===== src/rtl/prefix_carry_pipe_4b_pkg.sv =====
// Shared constants and types for the 4-bit parallel-prefix adder slice.
package prefix_carry_pipe_4b_pkg;

    localparam int ADD_WIDTH = 4;

    typedef logic [ADD_WIDTH:0] pg_vec_t;

    typedef struct packed {
        logic g;
        logic p;
    } pg_pair_t;

endpackage


===== src/rtl/prefix_carry_pipe_4b_prefix_cell.sv =====
// Kogge-Stone black cell: merges a (g,p) pair with the pair one span below it.
module prefix_cell
    import prefix_carry_pipe_4b_pkg::*;
(
    input  logic     g_hi,
    input  logic     p_hi,
    input  logic     g_lo,
    input  logic     p_lo,
    output pg_pair_t res
);

    assign res.g = g_hi | (p_hi & g_lo);
    assign res.p = p_hi & p_lo;

endmodule


===== src/rtl/prefix_carry_pipe_4b.sv =====
// Two-stage Kogge-Stone carry network plus sum post-processing for the 4-bit
// prefix adder, with a valid/ready handshake and full backpressure.
module prefix_carry_pipe_4b
    import prefix_carry_pipe_4b_pkg::*;
(
    input  logic                 clk_i,
    input  logic                 rst_i,
    input  logic [ADD_WIDTH:0]   prop_i,
    input  logic [ADD_WIDTH:0]   gen_i,
    input  logic                 valid_i,
    output logic                 ready_o,
    output logic [ADD_WIDTH-1:0] sum_o,
    output logic                 carry_o,
    output logic                 group_prop_o,
    output logic                 valid_o,
    input  logic                 ready_i
);

    pg_vec_t                p_in;
    pg_pair_t [ADD_WIDTH:0] lvl0;
    pg_pair_t [ADD_WIDTH:0] lvl1;
    pg_pair_t [ADD_WIDTH:0] lvl2;

    logic                   s1_en;
    logic                   s2_en;
    logic                   vld_p1;
    logic                   vld_p2;
    pg_pair_t [ADD_WIDTH:0] pg_p1;
    logic [ADD_WIDTH-1:0]   prop_p1;

    pg_pair_t               lvl3_top;
    pg_vec_t                carry_vec;
    logic                   low_p;
    logic                   group_prop;

    logic [ADD_WIDTH-1:0]   sum_p2;
    logic                   carry_p2;
    logic                   group_prop_p2;

    // Position 0 holds the carry-in as a pure generate term, so its propagate is tied low.
    assign p_in = {prop_i[ADD_WIDTH:1], prop_i[0] & 1'b0};

    always_comb begin
        lvl0 = '0;
        for (int k = 0; k <= ADD_WIDTH; k++) begin
            lvl0[k].g = gen_i[k];
            lvl0[k].p = p_in[k];
        end
    end

    assign lvl1[0] = lvl0[0];
    assign lvl2[0] = lvl1[0];
    assign lvl2[1] = lvl1[1];

    for (genvar i = 1; i <= ADD_WIDTH; i++) begin : g_lvl1
        prefix_cell u_cell (
            .g_hi (lvl0[i].g),
            .p_hi (lvl0[i].p),
            .g_lo (lvl0[i-1].g),
            .p_lo (lvl0[i-1].p),
            .res  (lvl1[i])
        );
    end

    for (genvar i = 2; i <= ADD_WIDTH; i++) begin : g_lvl2
        prefix_cell u_cell (
            .g_hi (lvl1[i].g),
            .p_hi (lvl1[i].p),
            .g_lo (lvl1[i-2].g),
            .p_lo (lvl1[i-2].p),
            .res  (lvl2[i])
        );
    end

    assign s2_en   = !vld_p2 | ready_i;
    assign s1_en   = !vld_p1 | s2_en;
    assign ready_o = s1_en & !rst_i;

    // Stage 1: level-2 prefix pairs and raw operand propagates
    always_ff @(posedge clk_i or posedge rst_i) begin
        if (rst_i) begin
            vld_p1  <= 1'b0;
            pg_p1   <= '0;
            prop_p1 <= '0;
        end else if (s1_en) begin
            vld_p1  <= valid_i & ready_o;
            pg_p1   <= lvl2;
            prop_p1 <= prop_i[ADD_WIDTH:1];
        end
    end

    prefix_cell u_lvl3 (
        .g_hi (pg_p1[ADD_WIDTH].g),
        .p_hi (pg_p1[ADD_WIDTH].p),
        .g_lo (pg_p1[0].g),
        .p_lo (pg_p1[0].p),
        .res  (lvl3_top)
    );

    // With p[0] tied low every lower-position P is zero, so this reduces to the
    // level-2 P at the top position, which already spans p[4:1].
    always_comb begin
        carry_vec = '0;
        low_p     = 1'b0;
        for (int k = 0; k < ADD_WIDTH; k++) begin
            carry_vec[k] = pg_p1[k].g;
            low_p        = low_p | pg_p1[k].p;
        end
        carry_vec[ADD_WIDTH] = lvl3_top.g;
        group_prop = pg_p1[ADD_WIDTH].p & !low_p & !lvl3_top.p;
    end

    // Stage 2: sum, carry-out and group propagate
    always_ff @(posedge clk_i or posedge rst_i) begin
        if (rst_i) begin
            vld_p2        <= 1'b0;
            sum_p2        <= '0;
            carry_p2      <= 1'b0;
            group_prop_p2 <= 1'b0;
        end else if (s2_en) begin
            vld_p2        <= vld_p1;
            sum_p2        <= prop_p1 ^ carry_vec[ADD_WIDTH-1:0];
            carry_p2      <= carry_vec[ADD_WIDTH];
            group_prop_p2 <= group_prop;
        end
    end

    assign sum_o        = sum_p2;
    assign carry_o      = carry_p2;
    assign group_prop_o = group_prop_p2;
    assign valid_o      = vld_p2;

endmodule


===== config.mk =====
export PLATFORM = sky130hd
export DESIGN_NAME = prefix_carry_pipe_4b
export DESIGN_NICKNAME = d
export VERILOG_FILES = /design/src/rtl/prefix_carry_pipe_4b_pkg.sv /design/src/rtl/prefix_carry_pipe_4b_prefix_cell.sv /design/src/rtl/prefix_carry_pipe_4b.sv
export SDC_FILE = /design/constraint.sdc
export NUM_CORES = 1
export LEC_CHECK = 0
export BUFFER_PORTS_ARGS = -buffer_cell sky130_fd_sc_hd__buf_2
export CAP_MARGIN = 20
export CORE_MARGIN = 1.5
export CORE_UTILIZATION = 40
export CTS_BUF_LIST = sky130_fd_sc_hd__clkbuf_8
export DETAILED_ROUTE_END_ITERATION = 8
export PLACE_DENSITY_LB_ADDON = 0.05
export SLEW_MARGIN = 40
export SYNTH_ARGS = -nofsm -noshare
export SYNTH_HDL_FRONTEND = slang
export SYNTH_SLANG_ARGS = --single-unit

===== constraint.sdc =====
create_clock -name clk_i -period 3.59 [get_ports clk_i]
set_clock_uncertainty 0.2 [all_clocks]
set_input_delay 0.5385 -clock clk_i [delete_from_list [all_inputs] [get_ports clk_i]]
set_output_delay 0.5385 -clock clk_i [all_outputs]
set_load 0.05 [all_outputs]

Word level (Yosys, flattened, before mapping)
Cells that the tools add are included.
Widths: inputs -> output; s select.
- bitwise operators: 25
- reduce and logical (&&, ||, !) cells: 3
- operators with widths (kind ; number):
    $and 1x1->1 ; 14
    $or 1x1->1 ; 10
    $xor 4x4->4 ; 1
    $logic_not 1->1 ; 3
- register bits after elaboration: 18
- bits of input ports: 14
- logic and storage cells: 40

Depth between registers and ports, before layout
Gate-level depths: netlist of the first run.
- depth after elaboration: 5
- gate-level depth with buffers: 4
- gate-level depth less buffers: 3

By module
From an unflattened synthesis of the first run, not the netlist that was laid out.
- cells, all modules: 73
- area total of the unflattened synthesis: 1012.2 um^2
- by module, submodules not included (module ; instances ; cells an instance ; area an instance (um^2) ; seq. area each (um^2)):
    prefix_carry_pipe_4b ; 1 ; 57 ; 892.1 ; 525.5
    prefix_cell ; 8 ; 2 ; 15.0 ; 0.0

Worst setup path after synthesis of the first run
OpenSTA, ideal clock, no wires.
- kind: reg2out
- start point: reg vld_p2 (netlist: valid_o)
- end point: out ready_o
- arrival: 1609 ps
- required time: 2852 ps
- slack: 1242 ps
- stages on the path, launching flop included: 4
- buffers on the path: 1
- cell sequence: dfrtp_1 > and3b_1 > buf_6 > nor2_1
- word-level cells in the longest chain between the ends: 4
- RTL lines (what ; line ; source):
    start: declaration ; prefix_carry_pipe_4b.sv:27 ; logic vld_p2;
    start signal: assignment ; prefix_carry_pipe_4b.sv:121 ; vld_p2 <= vld_p1;
    $logic_not 1->1 ; prefix_carry_pipe_4b.sv:75 ; assign s2_en = !vld_p2 | ready_i;
    $or 1x1->1 ; prefix_carry_pipe_4b.sv:75 ;
    $or 1x1->1 ; prefix_carry_pipe_4b.sv:76 ; assign s1_en = !vld_p1 | s2_en;
    $and 1x1->1 ; prefix_carry_pipe_4b.sv:77 ; assign ready_o = s1_en & !rst_i;
    end: declaration ; prefix_carry_pipe_4b.sv:11 ; output logic ready_o,
No other way between the ends.

Worst setup path in the final report of the first run
- start point: in ready_i
- end point: out ready_o
- word-level cells in the longest chain between the ends: 3
- RTL lines (what ; line ; source):
    start: declaration ; prefix_carry_pipe_4b.sv:16 ; input logic ready_i
    $or 1x1->1 ; prefix_carry_pipe_4b.sv:75 ;
    $or 1x1->1 ; prefix_carry_pipe_4b.sv:76 ;
    $and 1x1->1 ; prefix_carry_pipe_4b.sv:77 ;
No other way between the ends.

==> results.cfg, run 1 <==
[floorplanning]
core_area_sq_um = 1780
rows = 15
fp.dieW_um = 47.2
die_h_um = 47.2
die_area_sq_um = 2230
initial_core_util_pct = 43.8
io_pins = 22

[route]
postRouteAntennaNets = 0
drcViolationCount = 0
dr.pass1.iters = 2
wl_um = 1270
first_iter_violations = 5
num_vias = 559
wire_per_inst_um = 10.4
vias_per_cell = 4.58

[logic_synthesis]
synthSimpleGateAreaFrac_pct = 19.1
ys_seq_area_share_pct = 57.7
synth-compound-area-share_pct = 10.7
syn_nets = 90
yosys.area.top_type_share_pct = 57.7
ys_types = 20
yosys.area.top_type = dfrtp_1
ys_top_cells_by_area = dfrtp_1 (58%), nand2_1 (7.2%), a21oi_1 (5.8%), nor2_1 (4.8%), xnor2_1 (4.5%)
ys_ff_latch = 18
synth_top_family_by_area = simple AND/OR/NAND/NOR gates
synthMuxAreaShare_pct = 3.21
yosys_warnings = 0
netlist_area_sq_um = 781
synthXorXnorAreaFrac_pct = 4.49
avgSynthCellArea_sq_um = 10.3
synthAdderAreaFrac_pct = 0
postSynthCellCount = 76

[sta]
slew_headroom_pct = 53.4
fin_crit_ns = 2.09
maxSlewViolCount = 0
tightest_slew_ns = 0.699
max_freq_mhz = 477
setup_violations = 0
min_period_over_period_pct = 58.3
rsz0062_at_grt = no
hold_viol_final = 0
tns_ns = 0

[grt]
grt_pass1_vias = 526
groute.usage.overall_pct = 15.2
antenna_found_initial = 0
overflow = 0
grt_first_pass_wirelength_um = 2260
grt_max_degree = 20

[cts]
cts_hold_buf = 0
clock_latency_ns = 0.25
clockBufferDepth = 2
postCtsSetupBuffers = 0
cts_root_buffer = clkbuf_8
clk_pin_slew_ns = 0.07
cts_tree = built
cts.repair.resized = 0
cts_buffers = 3
h-tree-depth = 1
clock_sinks = 18

[power]
vdd_drop_max_mv = 0.275
p_per_area_nw_per_um2 = 546
p_total_mw = 0.510
p_leak_nw = 0.468

[final_layout]
nFillCells = 185
num_antenna_cells = 0
drive_above_1_share_pct = 28.9
fin_nets = 112
syn_to_final_growth_pct = 19.6

[worst_setup_path]
required_ns = 2.85
worst_ep_arrival_time_ns = 1.36
worst-path-max-fanout = 10
endpoint_kind = output port
critPathLaunchType = primary input
rr_startpoint = valid_o
cp-startpoint = ready_i
worst-setup-path-type = in2out

[worst_hold_path]
hp-class = in2async

[place]
place_hpwl_um = 948
io_buffers = 20
gp_congestion = 0.718

[run_status]
status = finished clean

[job]
drv_cap = 0
==> per-layer routing <==
metal / global-route usage (%) / wire length [um] / vias up
li1: - / - / 291
met1: 18.6 / 620 / 250
met2: 23.8 / 563 / 16
met3: 5.77 / 65 / 2
met4: 6.67 / 21 / 0
met5: 0 / 0 / -
==> cell usage in the layout, fill, tap and decap left out <==
cell type,count
xnor2_1,4
o21ai_1,2
a21o_1,3
dfrtp_1,18
a21oi_1,9
mux2i_1,1
nand3_1,1
nand3b_1,1
a31oi_1,1
nand2_1,15
nor2_2,1
inv_1,1
nand2b_2,1
nand2_2,1
buf_2,20
nor2_1,10
and3b_1,1
nand2b_1,1
mux2_4,1
nand4_1,1
clkbuf_8,4
==> synthesized netlist by cell type (all sizes together) <==
cell type / n
nand3b: 1
nand3: 1
and3b: 1
a31oi: 1
mux2: 1
mux2i: 1
xnor2: 4
nand2: 16
nor2: 11
nand2b: 2
a21o: 3
dfrtp: 18
o21ai: 2
a21oi: 9
nand4: 1
inv: 1
buf: 3
==> logic make-up (layout without fill, tap and decap cells) <==
group | Yosys count | count (layout)
AOI/OAI and AO/OA | 15 | 15
and+or+nand+nor | 33 | 33
DFF | 18 | 18
buffers and inverters | 4 | 25
xor gates and xnor gates | 4 | 4
muxes | 2 | 2
==> stage by stage <==
stage	std cells	instance area, sq um	hold WS (ns)	setup WS [ns]	utilization, %
after floorplan	76	781	0.250	1.24	-
after global placement	118	878	0.259	1.50	49.3
after detailed placement	118	878	0.278	1.49	49.3
after CTS	122	933	0.227	1.49	52.4
after global routing	122	933	0.273	1.42	52.4
final	122	933	0.198	1.50	52.4
==> worst max-delay path, cell delays in order <==
cell and delay [ns]:
buf_2 0.10, and3b_1 0.43, nor2_1 0.07, buf_2 0.22
==> flip-flops by register name, indices dropped and copies added, names as in the netlist <==
register / cells
carry_o: 1
carry_vec: 4
group_prop_o: 1
pg_p1: 2
prop_p1: 4
sum_o: 4
valid_o: 1
vld_p1: 1
==> worst paths after layout <==
check                                    end  slack [ns]  cells after the start
worst max-delay path                 ready_o        1.50                      4
worst min-delay path              prop_p1[3]        0.20                      2
worst max register to register  carry_vec[3]        2.16                      3
worst min register to register       valid_o        0.28                      1
max in group asynchronous           sum_o[0]        2.55                      2
min in group clk_i                   valid_o        0.28                      1
==> report_power, final <==
part           internal [mW]  leakage, nW  switching [mW]
clock network         0.0973       0.0288          0.0646
registers              0.225        0.210          0.0128
logic                 0.0321        0.229          0.0779
==> area by class of cell <==
type	instances	area, sq um	share of cell area [%]
flip-flops and latches	18	450	48.3
multi-input cells	54	293	31.4
repair buffers	20	100	10.7
clock buffers	4	55.1	5.90
well taps	25	31.3	3.35
inverters	1	3.75	0.402
Power figures use the tool's default switching activity.
==> run 2: changes to the inputs <==
- clock period: 3.59 -> 2.05 ns (I/O delays scaled with it)
==> results.cfg, run 2 (synthesized netlist as in run 1, its figures left out) <==
[run_status]
status = finished clean

[sta]
tns_ns = 0
hold_viol_final = 0
rsz0062_at_grt = no
maxSlewViolCount = 0
setup_violations = 0
tightest_slew_ns = 0.480
min_period_over_period_pct = 88.7
slew_headroom_pct = 67.9
max_freq_mhz = 550
fin_crit_ns = 1.82

[grt]
groute.usage.overall_pct = 14.9
grt_max_degree = 20
overflow = 0
grt_first_pass_wirelength_um = 2220
grt_pass1_vias = 510
antenna_found_initial = 0

[worst_setup_path]
r2r_slack_ns = 0.61
cp-startpoint = rst_i
worst-setup-path-type = in2out
worst_ep_arrival_time_ns = 1.31
worst-path-max-fanout = 2
rr_startpoint = valid_o
critPathLaunchType = primary input
required_ns = 1.54
endpoint_kind = output port

[final_layout]
syn_to_final_growth_pct = 23.1
drive_above_1_share_pct = 31.0
final_cells = 125
num_antenna_cells = 0
final_util_pct = 53.9
final_cell_mix = buf_2 (20), dfrtp_1 (18), nand2_1 (15)
fin_nets = 115
layout_commonest_cell = buf_2

[cts]
clk_pin_slew_ns = 0.07
cts_buffers = 3
clock_latency_ns = 0.25
h-tree-depth = 1
clock_sinks = 18
postCtsSetupBuffers = 0
cts_tree = built
clockBufferDepth = 2
cts_root_buffer = clkbuf_8

[floorplanning]
core_area_sq_um = 1780
die_area_sq_um = 2230
rows = 15
fp.dieW_um = 47.2
die_h_um = 47.2
initial_core_util_pct = 43.8
io_pins = 22

[place]
io_buffers = 20
gp_congestion = 0.675
placedCellCount = 120
place_hpwl_um = 984

[worst_hold_path]
worstHoldStart = valid_i
hp-class = in2reg

[power]
vdd_drop_max_mv = 0.434
p_per_area_nw_per_um2 = 936
p_leak_nw = 0.482

[route]
wire_per_inst_um = 10.8
met3_length_um = 46
postRouteAntennaNets = 0
wl_met2_um = 605
top_layer_used = met4
first_iter_violations = 3
vias_per_cell = 4.53
drcViolationCount = 0
wl_um = 1350
num_vias = 566
dr.pass1.iters = 3
drt-met1-wl_um = 687

[job]
drv_cap = 0
-- run 2: changes by cell type in the layout (fill, tap and decap cells not counted), sizes merged --
cell         change
buf              +2
dlygate4sd3      +1
-- run 2: report_power, final --
group          internal (mW)  total, mW  switching, mW
Clock                  0.170      0.286          0.115
Sequential             0.394      0.416         0.0223
Combinational         0.0601      0.198          0.138
-- run 2: layer usage --
layer	track usage [%]	up-vias
li1	-	299
met1	20.8	252
met2	21.1	13
met3	2.31	2
met4	10.0	0
met5	0	-
-- run 2: repair_timing --
action                                 in CTS  in global routing
endpoints found under the hold margin      18                  0
hold buffers                                1                  0
gates resized for setup                     0                  0
-- run 2: worst paths after layout --
| check | cells after the start | endpoint |
|---|---|---|
| setup / recovery | 4 | ready_o |
| hold / removal | 2 | vld_p1 |
| setup reg to reg | 3 | carry_vec[3] |
| hold reg to reg | 2 | prop_p1[3] |
| max in group asynchronous | 4 | sum_o[2] |
| min in group asynchronous | 4 | valid_o |
-- run 2: worst max-delay path, cell delays in order --
cell           delay [ns]
dlygate4sd3_1        0.53
buf_2                0.13
nor2_2               0.09
buf_2                0.26
-- run 2: layout make-up --
cell class	instances	area [sq um]
Inverter	1	3.75
Timing Repair Buffer	23	125
Tap cell	25	31.3
Fill cell	182	822
Sequential cell	18	450
Multi-Input combinational cell	54	295
Clock buffer	4	55.1
-- run 2: per-stage QoR --
stage / hold WS, ns / cell area, sq um / power, mW / setup WS (ns)
2_1_floorplan: 0.0546 / 783 / 0.573 / 0.168
3_3_place_gp: 0.152 / 896 / 0.620 / 0.556
3_5_place_dp: 0.155 / 896 / 0.622 / 0.526
4_1_cts: 0.0625 / 961 / 0.907 / 0.229
5_1_grt: 0.0609 / 961 / 0.948 / 0.210
6_report: 0.0615 / 961 / 0.900 / 0.231
==> run 3: changes to the inputs <==
- SYNTH_HIERARCHICAL: not set -> 1
==> results.cfg, run 3 <==
[sta]
fin_crit_ns = 1.93
maxSlewViolCount = 0
rsz0062_at_grt = no
timing.hold.ws_ns = 0.0825
max_freq_mhz = 519
hold_viol_final = 0
setup_violations = 0
min_period_over_period_pct = 93.9
tns_ns = 0

[power]
p_leak_nw = 0.647
vdd_drop_max_mv = 0.391
p_per_area_nw_per_um2 = 801

[floorplanning]
die_area_sq_um = 2840
die_h_um = 53.3
core_area_sq_um = 2430
fp.dieW_um = 53.3
rows = 18
initial_core_util_pct = 41.6
io_pins = 22

[worst_setup_path]
critPathLaunchType = primary input
worst_ep_arrival_time_ns = 1.42
required_ns = 1.54
reg2reg_depth = 3
endpoint_kind = output port
r2r_slack_ns = 0.58
critPathMaxStageDelay_ns = 0.53
cpMostUsedCell = buf_2
crit_buf_inv = 4
cpMaxStageDelayCell = dlygate4sd3_1
path_cells = dlygate4sd3_1 > buf_2 > inv_1 > and2_1 > buf_2
r2r-end = pg_p1[6]
worst-setup-path-type = in2out
crit_family = buffers and inverters
rr_startpoint = valid_o
worst-path-max-fanout = 2

[worst_hold_path]
hp-class = in2reg
worstHoldStart = valid_i
min_path_cells = 3
hold_end = vld_p1

[logic_synthesis]
ys_ff_latch = 21
postSynthCellCount = 73
avgSynthCellArea_sq_um = 13.9
synth_most_common_cell = dfrtp_1
yosys.area.top_type_share_pct = 51.9
ys_seq_area_share_pct = 51.9
yosys.area.top_type = dfrtp_1
synthArstFlopShare_pct = 100
synth_edf_count = 0
yosys_warnings = 6
ys_types = 17
ys_top_cells_by_area = dfrtp_1 (52%), mux2_4 (12%), mux2_2 (11%), a21o_1 (5.9%), and2_2 (5.9%)
ys.flop_type = dfrtp_1
netlist_area_sq_um = 1010
synth_common_cells = dfrtp_1 (21), mux2_2 (10), a21o_1 (8), and2_2 (8), mux2_4 (8)

[cts]
clock_latency_ns = 0.25
clockBufferDepth = 2
clk_pin_slew_ns = 0.08
postCtsSetupBuffers = 0
cts_root_buffer = clkbuf_8
h-tree-depth = 1
cts_tree = built
cts_hold_buf = 1
cts_buffers = 3
clock_sinks = 21
cts.repair.resized = 0

[place]
gp_congestion = 0.672
io_buffers = 20
place_hpwl_um = 1290
placedCellCount = 125

[final_layout]
layout_commonest_cell = dfrtp_1
num_antenna_cells = 0
nFillCells = 237
drive_above_1_share_pct = 52.0
multiInputGateArea_sq_um = 467
largest_reg_flops = 5
final_cell_mix = dfrtp_1 (21), buf_2 (20), mux2_2 (10)
final_cells = 130
fin_nets = 115
syn_to_final_growth_pct = 19.7
largest_register = pg_p1
seq_area_sq_um = 526

[grt]
overflow = 0
groute.usage.overall_pct = 13.7
grt_max_degree = 22
grt_first_pass_wirelength_um = 2730
grt_pass1_vias = 608
antenna_found_initial = 0

[job]
drv_cap = 0

[route]
dr.pass1.iters = 4
num_vias = 603
wire_per_inst_um = 13.0
postRouteAntennaNets = 0
vias_per_cell = 4.64
drcViolationCount = 0
wl_um = 1690
first_iter_violations = 2

[run_status]
status = finished clean
-- run 3: cell types whose count changed in the layout (fill, tap and decap cells not counted), moves of 2 or more --
cell	previous run	this run
conb_1	0	3
nor2_2	2	0
a21oi_1	9	0
inv_1	1	4
nor2_1	9	0
a21o_1	3	8
mux2_2	0	10
xnor2_1	4	0
and2_2	0	8
dfrtp_1	18	21
xor2_1	0	4
o21ai_1	2	0
mux2_4	1	8
nand2_1	15	0
-- run 3: report_power, final --
part / internal, mW / leakage [nW] / switching, mW
logic: 0.0890 / 0.370 / 0.141
registers: 0.455 / 0.251 / 0.0246
clock network: 0.133 / 0.0269 / 0.127
-- run 3: logic make-up after synthesis --
kind of cell,after synthesis,share of synthesized area (%)
AOI/OAI and AO/OA,10,7.42
buffers and inverters,5,2.72
DFF,21,51.9
other,1,0.370
and+or+nand+nor,14,11.1
xor gates and xnor gates,4,3.46
muxes,18,23.0
-- run 3: final cells by class --
| class | instances | share of cell area, % |
|---|---|---|
| sequential | 21 | 43.4 |
| tap | 30 | 3.10 |
| timing repair buffer | 23 | 10.3 |
| clock buffer | 3 | 3.41 |
| clock inverter | 1 | 0.310 |
| inverter | 3 | 0.930 |
| multi-input combinational | 49 | 38.5 |
-- run 3: worst register-to-register path, delay by kind of cell, from the launching register on --
family	cells	cell delay, ns
buf+inv	1	0.21
flops	1	0.43
mux	1	0.34
simple gates	1	0.17
-- run 3: per-layer routing --
metal	vias up	GRT usage, %	routed length (um)
li1	304	-	-
met1	287	18.4	858
met2	10	21.4	767
met3	2	2.82	57
met4	0	5.13	10
met5	-	0	0
-- run 3: how the worst max path moves through the flow --
stage | start | end | slack [ns] | depth (start not counted)
2_1_floorplan | valid_o | ready_o | 0.15 | 3
3_3_place_gp | ready_i | ready_o | 0.47 | 4
3_5_place_dp | ready_i | ready_o | 0.48 | 4
4_1_cts | rst_i | ready_o | 0.11 | 5
5_1_grt | rst_i | ready_o | 0.08 | 5
6_report | rst_i | ready_o | 0.12 | 5
-- run 3: through the flow --
stage               power [mW]  utilization (%)  setup WS, ns  cell area (sq um)
detailed placement       0.720             47.5         0.476               1160
CTS                      0.984             49.8         0.111               1210
global placement         0.717             47.5         0.468               1160
finish                   0.970             49.8         0.125               1210
floorplan                0.662                -         0.153               1020
global route              1.01             49.8        0.0826               1210
